**src/rtl/irrigation_scheduler_if.sv**
```systemverilog
// -----------------------------------------------------------------------------
// irrigation_scheduler_if
//   Bundle of the raw sensor pins and the actuator/display outputs of the
//   irrigation scheduler.
//   Sensor side   : H, M, L (tank probes), Us (soil dry), Ua (air humid),
//                   T (temperature high)
//   Actuator side : Bs (sprinkler pump), Vs (drip valve), Ve (tank inlet),
//                   Al (alarm), state (FSM code), remaining_sec (ticks left)
//   Modports      : master drives the sensors (board / bench),
//                   slave is the scheduler itself.
// -----------------------------------------------------------------------------
interface irrigation_scheduler_if #(
  parameter int CNT_W = 8
);
  logic             H;
  logic             M;
  logic             L;
  logic             Us;
  logic             Ua;
  logic             T;
  logic             Bs;
  logic             Vs;
  logic             Ve;
  logic             Al;
  logic [2:0]       state;
  logic [CNT_W-1:0] remaining_sec;

  modport master (
    output H, M, L, Us, Ua, T,
    input  Bs, Vs, Ve, Al, state, remaining_sec
  );

  modport slave (
    input  H, M, L, Us, Ua, T,
    output Bs, Vs, Ve, Al, state, remaining_sec
  );
endinterface

```
**src/rtl/irrigation_scheduler.sv**
```systemverilog
// -----------------------------------------------------------------------------
// irrigation_scheduler
//   Timed sequencer for the irrigation actuators. Arbitrates tank water
//   between sprinkler pump (Bs), drip valve (Vs) and tank inlet valve (Ve),
//   runs fixed-length watering cycles followed by a rest pause, and raises
//   the alarm (Al).
// Ports
//   clock  : system clock
//   Rst    : synchronous reset, active-high
//   io     : irrigation_scheduler_if.slave (sensors in, actuators out)
// Optional feature
//   REFILL_TIMEOUT_EN : when defined, a refill that keeps Ve open for
//   REFILL_MAX_SEC ticks forces a sticky FAULT that only Rst clears.
// -----------------------------------------------------------------------------
module irrigation_scheduler #(
  parameter int TICK_DIV       = 50_000_000,
  parameter int CNT_W          = 8,
  parameter int SPRINKLE_SEC   = 30,
  parameter int DRIP_SEC       = 60,
  parameter int PAUSE_SEC      = 10,
  parameter int REFILL_MAX_SEC = 120
) (
  input logic                   clock,
  input logic                   Rst,
  irrigation_scheduler_if.slave io
);

  localparam int PRESC_W = (TICK_DIV > 1) ? $clog2(TICK_DIV) : 1;

  typedef enum logic [2:0] {
    IDLE     = 3'd0,
    SPRINKLE = 3'd1,
    DRIP     = 3'd2,
    PAUSE    = 3'd3,
    FAULT    = 3'd4
  } state_e;

  typedef struct packed {
    logic h;
    logic m;
    logic l;
    logic us;
    logic ua;
    logic t;
  } sens_t;

  sens_t              sens_q, sens_d;
  state_e             state_q, state_d;
  logic [CNT_W-1:0]   cnt_q, cnt_d;
  logic [PRESC_W-1:0] presc_q, presc_d;
  logic               ve_q, ve_d;
  logic               al_q, al_d;

  logic [2:0] level;
  logic       tick, err, crit, spr_mode;

`ifdef REFILL_TIMEOUT_EN
  logic [CNT_W-1:0] refill_q, refill_d;
  logic             sticky_q, sticky_d;
`endif

  assign level    = {sens_q.h, sens_q.m, sens_q.l};
  assign tick     = (presc_q == PRESC_W'(TICK_DIV - 1));
  assign crit     = (level == 3'b000);
  assign err      = !(level inside {3'b000, 3'b001, 3'b011, 3'b111});
  assign spr_mode = sens_q.ua & !sens_q.t;

  always_comb begin
    // NOTE: every variable gets a default first so no path leaves it unassigned (no latches).
    sens_d  = '{h: io.H, m: io.M, l: io.L, us: io.Us, ua: io.Ua, t: io.T};
    presc_d = tick ? '0 : presc_q + 1'b1;
    state_d = state_q;
    cnt_d   = cnt_q;

    // Priority inside each state: err > water loss > tick expiry.
    unique case (state_q)
      IDLE: begin
        if (err) begin
          state_d = FAULT;
        end else if (sens_q.us && spr_mode && sens_q.m) begin
          state_d = SPRINKLE;
          cnt_d   = CNT_W'(SPRINKLE_SEC);
        end else if (sens_q.us && sens_q.l) begin
          // Sprinkle mode without M falls back to drip here.
          state_d = DRIP;
          cnt_d   = CNT_W'(DRIP_SEC);
        end
      end
      SPRINKLE, DRIP: begin
        if (err) begin
          state_d = FAULT;
          cnt_d   = '0;
        end else if ((state_q == SPRINKLE) ? !sens_q.m : !sens_q.l) begin
          state_d = PAUSE;
          cnt_d   = CNT_W'(PAUSE_SEC);
        end else if (tick) begin
          if (cnt_q == CNT_W'(1)) begin
            state_d = PAUSE;
            cnt_d   = CNT_W'(PAUSE_SEC);
          end else begin
            cnt_d = cnt_q - 1'b1;
          end
        end
      end
      PAUSE: begin
        if (err) begin
          state_d = FAULT;
          cnt_d   = '0;
        end else if (tick) begin
          if (cnt_q == CNT_W'(1)) begin
            state_d = IDLE;
            cnt_d   = '0;
          end else begin
            cnt_d = cnt_q - 1'b1;
          end
        end
      end
      FAULT: begin
        cnt_d = '0;
        if (tick && !err) state_d = IDLE;
      end
      default: begin
        state_d = IDLE;
        cnt_d   = '0;
      end
    endcase

`ifdef REFILL_TIMEOUT_EN
    // Ticks spent with the inlet open; a closed inlet restarts the count.
    refill_d = ve_q ? (tick ? refill_q + 1'b1 : refill_q) : '0;
    sticky_d = sticky_q |
               (ve_q && tick && (refill_q == CNT_W'(REFILL_MAX_SEC - 1)));
    if (sticky_d) begin
      state_d = FAULT;
      cnt_d   = '0;
    end
`endif

    // Inlet valve: set/clear flop, independent of the watering FSM.
    ve_d = ve_q;
    if (err || sens_q.h || (state_d == FAULT)) begin
      ve_d = 1'b0;
    end else if (!sens_q.m) begin
      ve_d = 1'b1;
    end

    // Next state is used so the alarm lines up with the state output.
    al_d = err | crit | (state_d == FAULT);
  end

  always_ff @(posedge clock) begin
    // NOTE: sequential state uses non-blocking assignments so every flop samples pre-edge values.
    if (Rst) begin
      sens_q  <= '0;
      presc_q <= '0;
      state_q <= IDLE;
      cnt_q   <= '0;
      ve_q    <= 1'b0;
      al_q    <= 1'b0;
    end else begin
      sens_q  <= sens_d;
      presc_q <= presc_d;
      state_q <= state_d;
      cnt_q   <= cnt_d;
      ve_q    <= ve_d;
      al_q    <= al_d;
    end
  end

`ifdef REFILL_TIMEOUT_EN
  always_ff @(posedge clock) begin
    if (Rst) begin
      refill_q <= '0;
      sticky_q <= 1'b0;
    end else begin
      refill_q <= refill_d;
      sticky_q <= sticky_d;
    end
  end
`endif

  // Pump and drip valve come straight from the state code, so they are exclusive.
  assign io.Bs            = (state_q == SPRINKLE);
  assign io.Vs            = (state_q == DRIP);
  assign io.Ve            = ve_q;
  assign io.Al            = al_q;
  assign io.state         = state_q;
  assign io.remaining_sec = cnt_q;

endmodule

```
**src/flat_wrapper.sv**
```systemverilog
// flat-port wrapper written by rule: the top's interface ports become plain ports
module irrigation_scheduler_flat 
#(
  parameter int TICK_DIV       = 50_000_000,
  parameter int CNT_W          = 8,
  parameter int SPRINKLE_SEC   = 30,
  parameter int DRIP_SEC       = 60,
  parameter int PAUSE_SEC      = 10,
  parameter int REFILL_MAX_SEC = 120
)
  (clock, Rst, io_H, io_M, io_L, io_Us, io_Ua, io_T, io_Bs, io_Vs, io_Ve, io_Al, io_state, io_remaining_sec);
  irrigation_scheduler_if #(.CNT_W(CNT_W)) io_i ();
  input logic clock;
  input logic Rst;
  input wire logic [$bits(io_i.H)-1:0] io_H;
  input wire logic [$bits(io_i.M)-1:0] io_M;
  input wire logic [$bits(io_i.L)-1:0] io_L;
  input wire logic [$bits(io_i.Us)-1:0] io_Us;
  input wire logic [$bits(io_i.Ua)-1:0] io_Ua;
  input wire logic [$bits(io_i.T)-1:0] io_T;
  output wire logic [$bits(io_i.Bs)-1:0] io_Bs;
  output wire logic [$bits(io_i.Vs)-1:0] io_Vs;
  output wire logic [$bits(io_i.Ve)-1:0] io_Ve;
  output wire logic [$bits(io_i.Al)-1:0] io_Al;
  output wire logic [$bits(io_i.state)-1:0] io_state;
  output wire logic [$bits(io_i.remaining_sec)-1:0] io_remaining_sec;
  assign io_i.H = io_H;
  assign io_i.M = io_M;
  assign io_i.L = io_L;
  assign io_i.Us = io_Us;
  assign io_i.Ua = io_Ua;
  assign io_i.T = io_T;
  assign io_Bs = io_i.Bs;
  assign io_Vs = io_i.Vs;
  assign io_Ve = io_i.Ve;
  assign io_Al = io_i.Al;
  assign io_state = io_i.state;
  assign io_remaining_sec = io_i.remaining_sec;
  irrigation_scheduler #(.TICK_DIV(TICK_DIV), .CNT_W(CNT_W), .SPRINKLE_SEC(SPRINKLE_SEC), .DRIP_SEC(DRIP_SEC), .PAUSE_SEC(PAUSE_SEC), .REFILL_MAX_SEC(REFILL_MAX_SEC)) u_core (.clock(clock), .Rst(Rst), .io(io_i));
endmodule
```
**config.mk**
```make
export PLATFORM = sky130hd
export DESIGN_NAME = irrigation_scheduler_flat
export DESIGN_NICKNAME = d
export VERILOG_FILES = /design/src/rtl/irrigation_scheduler_if.sv /design/src/rtl/irrigation_scheduler.sv /design/src/flat_wrapper.sv
export SDC_FILE = /design/constraint.sdc
export NUM_CORES = 1
export LEC_CHECK = 0
export CAP_MARGIN = 20
export CELL_PAD_IN_SITES_DETAIL_PLACEMENT = 1
export CELL_PAD_IN_SITES_GLOBAL_PLACEMENT = 1
export CORE_ASPECT_RATIO = 0.7
export CORE_MARGIN = 5
export CORE_UTILIZATION = 38
export DETAILED_ROUTE_END_ITERATION = 6
export GPL_ROUTABILITY_DRIVEN = 0
export MAX_ROUTING_LAYER = met4
export PLACE_DENSITY_LB_ADDON = 0.1
export SKIP_CTS_REPAIR_TIMING = 1
export SYNTH_ARGS = -nofsm -noshare
export SYNTH_HDL_FRONTEND = slang
export SYNTH_SLANG_ARGS = --single-unit
```
**constraint.sdc**
```tcl
create_clock -name clock -period 2.13 [get_ports clock]
set_input_delay 0.426 -clock clock [delete_from_list [all_inputs] [get_ports clock]]
set_output_delay 0.426 -clock clock [all_outputs]
set_load 0.01 [all_outputs]
```
Word-level counts from Yosys, hierarchy flattened

Cells that the tools add are included.

Mux-type cells: 24
Reduce and logical (&&, ||, !) cells: 17
Add/subtract/negate cells: 2
Bitwise operators: 3
Eq/ne operators: 14

Operators by type and width:

| kind                    | count |
|---|---|
| $mux W8                 | 10 |
| $mux W3                 | 11 |
| $add A26 B1 Y26 const B | 1 |
| $eq A26 B26 Y1 const B  | 1 |
| $pmux W8 S3             | 1 |
| $pmux W3 S4             | 1 |
| $eq A3 B2 Y1 const B    | 3 |
| $eq A3 B3 Y1 const B    | 3 |
| $eq A8 B1 Y1 const B    | 1 |
| $sub A8 B1 Y8 const B   | 1 |
| $eq A3 B1 Y1 const B    | 2 |
| $logic_not A3 Y1        | 2 |
| $reduce_or A2 Y1        | 3 |
| $logic_and A1 B1 Y1     | 4 |
| $logic_not A1 Y1        | 4 |
| $ne A4 B2 Y1 const B    | 1 |
| $reduce_and A4 Y1       | 1 |
| $reduce_bool A4 Y1      | 1 |
| $ne A3 B1 Y1 const B    | 1 |
| $ne A3 B2 Y1 const B    | 1 |
| $logic_or A1 B1 Y1      | 2 |
| $ne A2 B1 Y1 const B    | 1 |
| $or A1 B1 Y1            | 2 |
| $and A1 B1 Y1           | 1 |
| $mux W1                 | 1 |

Input port bits: 8
Flip-flop bits (word level): 45
Word-level logic and storage cells: 71
Output and inout port bits: 15

Logic depth before layout (Yosys ltp)

Word-level depth: 10
Depth in mapped cells: 7
Mapped depth without buffers: 7

Least setup slack after synthesis

OpenSTA, ideal clock, no wires.

Path type: reg2reg
Start point: register u_core.cnt_q[0], in the netlist u_core.io.remaining_sec[0]
End point: register u_core.cnt_q[2], in the netlist u_core.io.remaining_sec[2]
Path slack: -20 ps
Library setup time: 122 ps
Clock period less this slack: 2,150 ps
Buffers on the path: 0
Arrival: 2,028 ps
Data required time: 2,008 ps
Stages on the path, launching flop included: 7
Cell sequence: dfxtp_1 ha_1 or3b_2 or2_1 and2_1 nor4b_2 a311o_1

Word-level cells in the longest chain between the ends: 6
Elaborated cells on any way between the ends: 10
Those cells by class: add/sub (1); eq/ne (1); mux (8)

RTL lines:

| item                                                 | RTL line                    | RTL |
|---|---|---|
| start: declaration                                   | irrigation_scheduler.sv:49  | `logic [CNT_W-1:0] cnt_q, cnt_d;` |
| start signal: assignment                             | irrigation_scheduler.sv:164 | `cnt_q <= cnt_d;` |
| $sub A8 B1 Y8 / $eq A8 B1 Y1 (equally long branches) | -                           |  |
| $mux W8                                              | irrigation_scheduler.sv:97  | `if (cnt_q == CNT_W'(1)) begin` |
| $mux W8                                              | irrigation_scheduler.sv:96  | `end else if (tick) begin` |
| $mux W8                                              | irrigation_scheduler.sv:93  | `end else if ((state_q == SPRINKLE) ? !sens_q.m : !sens_q.l) begin` |
| $mux W8                                              | irrigation_scheduler.sv:90  | `if (err) begin` |
| $pmux W8 S3 (*)                                      | irrigation_scheduler.sv:76  | `unique case (state_q)` |

Mark *: on every way between the ends. The rest lies on a longest branch, timed or not. The select of a mux whose other input is x is not followed.
A chain may end at the register's enable or synchronous reset.

Worst setup path after layout

Start point: register u_core.presc_q[10]
End point: register u_core.cnt_q[5], in the netlist u_core.io.remaining_sec[5]

Word-level cells in the longest chain between the ends: 3
Elaborated cells on any way between the ends: 4
Those cells by class: eq/ne (3); reduce/logical (1)

RTL lines:

| item                                                          | RTL line                    | RTL |
|---|---|---|
| start: declaration                                            | irrigation_scheduler.sv:50  | `logic [PRESC_W-1:0] presc_q, presc_d;` |
| start signal: assignment                                      | irrigation_scheduler.sv:162 | `presc_q <= presc_d;` |
| $eq A26 B26 Y1 (*)                                            | irrigation_scheduler.sv:63  | `assign tick = (presc_q == PRESC_W'(TICK_DIV - 1));` |
| $ne A4 B2 Y1 (no line) / $ne A3 B2 Y1 (equally long branches) | -                           |  |
| $reduce_and A4 Y1 (no line) (*)                               | -                           |  |

Mark *: on every way between the ends. The rest lies on a longest branch, timed or not.

==> impl_metrics.json <==
{
  "status": "complete, but fails checks",
  "violations": "negative setup slack",
  "drcViolationCount": 0,
  "dieArea_um2": 7621,
  "peakVddDrop_uv": 277.0,
  "power_density_nw_per_um2": 557.3,
  "crit_buf_inv": 0,
  "synth_edf_count": 0,
  "fin_skew_ns": 0.007432,
  "worst_slew_pin_slew_ns": 0.7346,
  "clockBufferDepth": 2,
  "async_reset_ff_share_pct": 0,
  "dp_worst_setup_slack_ns": -0.08485,
  "grtUsageTotal_pct": 17.64,
  "die_height_um": 74.56,
  "fp-row-count": 23,
  "cp.arrival_ns": 2.36,
  "areaGrowthSynthToFinish_pct": 33.68,
  "start_kind": "flip-flop",
  "cp.required_ns": 2.31,
  "synth_warnings": 0,
  "synthDistinctLibCells": 53,
  "die_w_um": 102.2,
  "grt_max_degree": 26,
  "syn_inst": 264,
  "antenna_found_initial": 0,
  "cts_max_level": 2,
  "synth_xor_area_share_pct": 10.07,
  "synthMuxAreaShare_pct": 0.4425,
  "synth_top_area_share_pct": 39.82,
  "synth_top_cells_by_area": "dfxtp_1 40%, nor2_1 6.5%, xor2_1 5.8%, xnor2_1 4.3%, nand4_1 3.0%",
  "relSlewSlack_pct": 50.51,
  "final_max_slew_viol_count": 0,
  "grt_pass1_wl_um": 10180,
  "drt_wl_total_um": 6236,
  "core_area_um2": 5756,
  "first_pass_iters": 4,
  "max_stage_delay_ns": 0.55,
  "cts_tree": "yes",
  "fin_crit_ns": 2.177,
  "overflow": 0,
  "cts_buffers": 5,
  "grt_pass1_vias": 2103,
  "setup_viol": 3,
  "critical_path_class": "flip-flop to flip-flop",
  "start_util_pct": 39.30,
  "yosysSeqAreaShare_pct": 39.82,
  "leakagePower_nw": 1.116,
  "cp_max_fo": 5,
  "portBuffers": 22,
  "hold_path.class": "flip-flop to flip-flop",
  "wire_per_inst_um": 15.71,
  "drt_iter0_markers": 88,
  "fmax_ghz": 0.4593,
  "critPathCaptureType": "flip-flop",
  "drive_above_1_share_pct": 22.67,
  "timing.final.crit_share_pct": 102.2,
  "rsz0062_at_grt": "yes",
  "vias": 2147,
  "finalHoldViolations": 0,
  "ys_ff_latch": 45,
  "syn_avg_cell_area_um2": 8.569,
  "numClockSinks": 45,
  "place_area_um2": 2828,
  "clk-insertion-delay-late_ns": 0.29,
  "setup_ws_ns": -0.04731,
  "clk_pin_slew_worst_paths_ns": 0.08,
  "synth_top_family_by_area": "simple AND/OR/NAND/NOR gates",
  "dpl.hpwl_um": 4642,
  "synth_flop_cell": "dfxtp_1",
  "syn_area_um2": 2262,
  "nNetsFinal": 334,
  "synth_compound_area_share_pct": 13.88,
  "final_common_cell": "dfxtp_1",
  "crit_family": "simple AND/OR/NAND/NOR gates",
  "yosysTopAreaCell": "dfxtp_1",
  "max_cap_violations": 0,
  "finalPower_mw": 1.685,
  "syn_nets": 275,
  "synth-simple-area-share_pct": 29.92,
  "synth_fa_ha_area_share_pct": 1.659,
  "diodes": 0,
  "avgViaCountPerCell": 5.408,
  "final_cell_area_um2": 3024,
  "drtAntennaViolNets": 0,
  "pin_count": 23,
  "crit_path_cell_trace": "or4_1, or4_4, o21ai_4, a21oi_2, a221o_1",
  "critPathSlowestCell": "or4_4",
  "layout_common_cells": "40 x dfxtp_1, 39 x nor2_1, 37 x buf_4",
  "cts-root-buf": "clkbuf_8"
}
stage by stage:
step           hold WS (ns)  TNS (ns)  utilization, %  std cells
5_1_grt              0.5546    -1.227           52.54        397
2_1_floorplan        0.4297         0               -        264
3_3_place_gp         0.4966   -0.1111           49.13        389
3_5_place_dp         0.5191   -0.3234           49.13        389
6_report             0.5118  -0.08165           52.54        397
4_1_cts              0.5302   -0.6528           50.41        395
cell usage after synthesis (4+ instances only):
master	n
nor2_1	39
nand4_1	11
clkbuf_1	4
nor3_1	13
xor2_1	15
inv_1	12
a31oi_1	7
or3_1	7
or4_1	5
dfxtp_1	45
nand2_1	12
buf_2	4
nor4_1	4
nand3_1	11
nor2b_1	6
xnor2_1	11
cell families after synthesis:
kind of cell,count (synthesis)
simple gates,127
flops,45
compound gates,40
xor+xnor,26
buf+inv,22
fa+ha+maj,3
mux,1
tightest hold or removal path: cells and delay by family (launching register included):
kind	cells	cell delay [ns]
flops	1	0.34
buf+inv	1	0.11
simple gates	1	0.04
per-layer routing:
metal	routed length, µm	vias to the layer above	part of all wire, %	global-route usage (%)
li1	-	1060	-	-
met2	2709	37	43	25.56
met3	222	5	3.6	3.374
met4	51	0	0.82	4.803
met5	0	-	0	-
met1	3252	1045	52	25.04
flip-flops by register name (all words and copies together) (netlist names):
name                     count
u_core.io.state              3
u_core.level                 3
u_core.sens_q                3
u_core.io.remaining_sec      8
u_core.presc_q              26
u_core.io.Al                 1
u_core.io.Ve                 1
layout make-up:
cell class / count / area, µm²
Fill cell: 688 / 2731
Inverter: 12 / 45.04
Multi-Input combinational cell: 197 / 1350
Timing Repair Buffer: 62 / 554.3
Sequential cell: 45 / 907.1
Tap cell: 75 / 93.84
Clock buffer: 5 / 68.82
Clock inverter: 1 / 5.005
power by group:
group / switching (mW) / internal [mW]
logic: 0.148 / 0.147
registers: 0.0240 / 0.868
clock network: 0.282 / 0.217
total: 0.454 / 1.23
worst paths after layout:
path / from / to / slack, ns / cells after the start
setup / recovery: u_core.presc_q[10]$_SDFF_PP0_ / u_core.io.remaining_sec[5]$_SDFFE_PP0P_ / -0.05 / 5
hold / removal: u_core.presc_q[0]$_SDFF_PP0_ / u_core.presc_q[0]$_SDFF_PP0_ / 0.51 / 2
setup reg to reg: u_core.presc_q[10]$_SDFF_PP0_ / u_core.io.remaining_sec[5]$_SDFFE_PP0P_ / -0.05 / 5
hold reg to reg: u_core.presc_q[0]$_SDFF_PP0_ / u_core.presc_q[0]$_SDFF_PP0_ / 0.51 / 2
(Power assumes the default switching activity.)
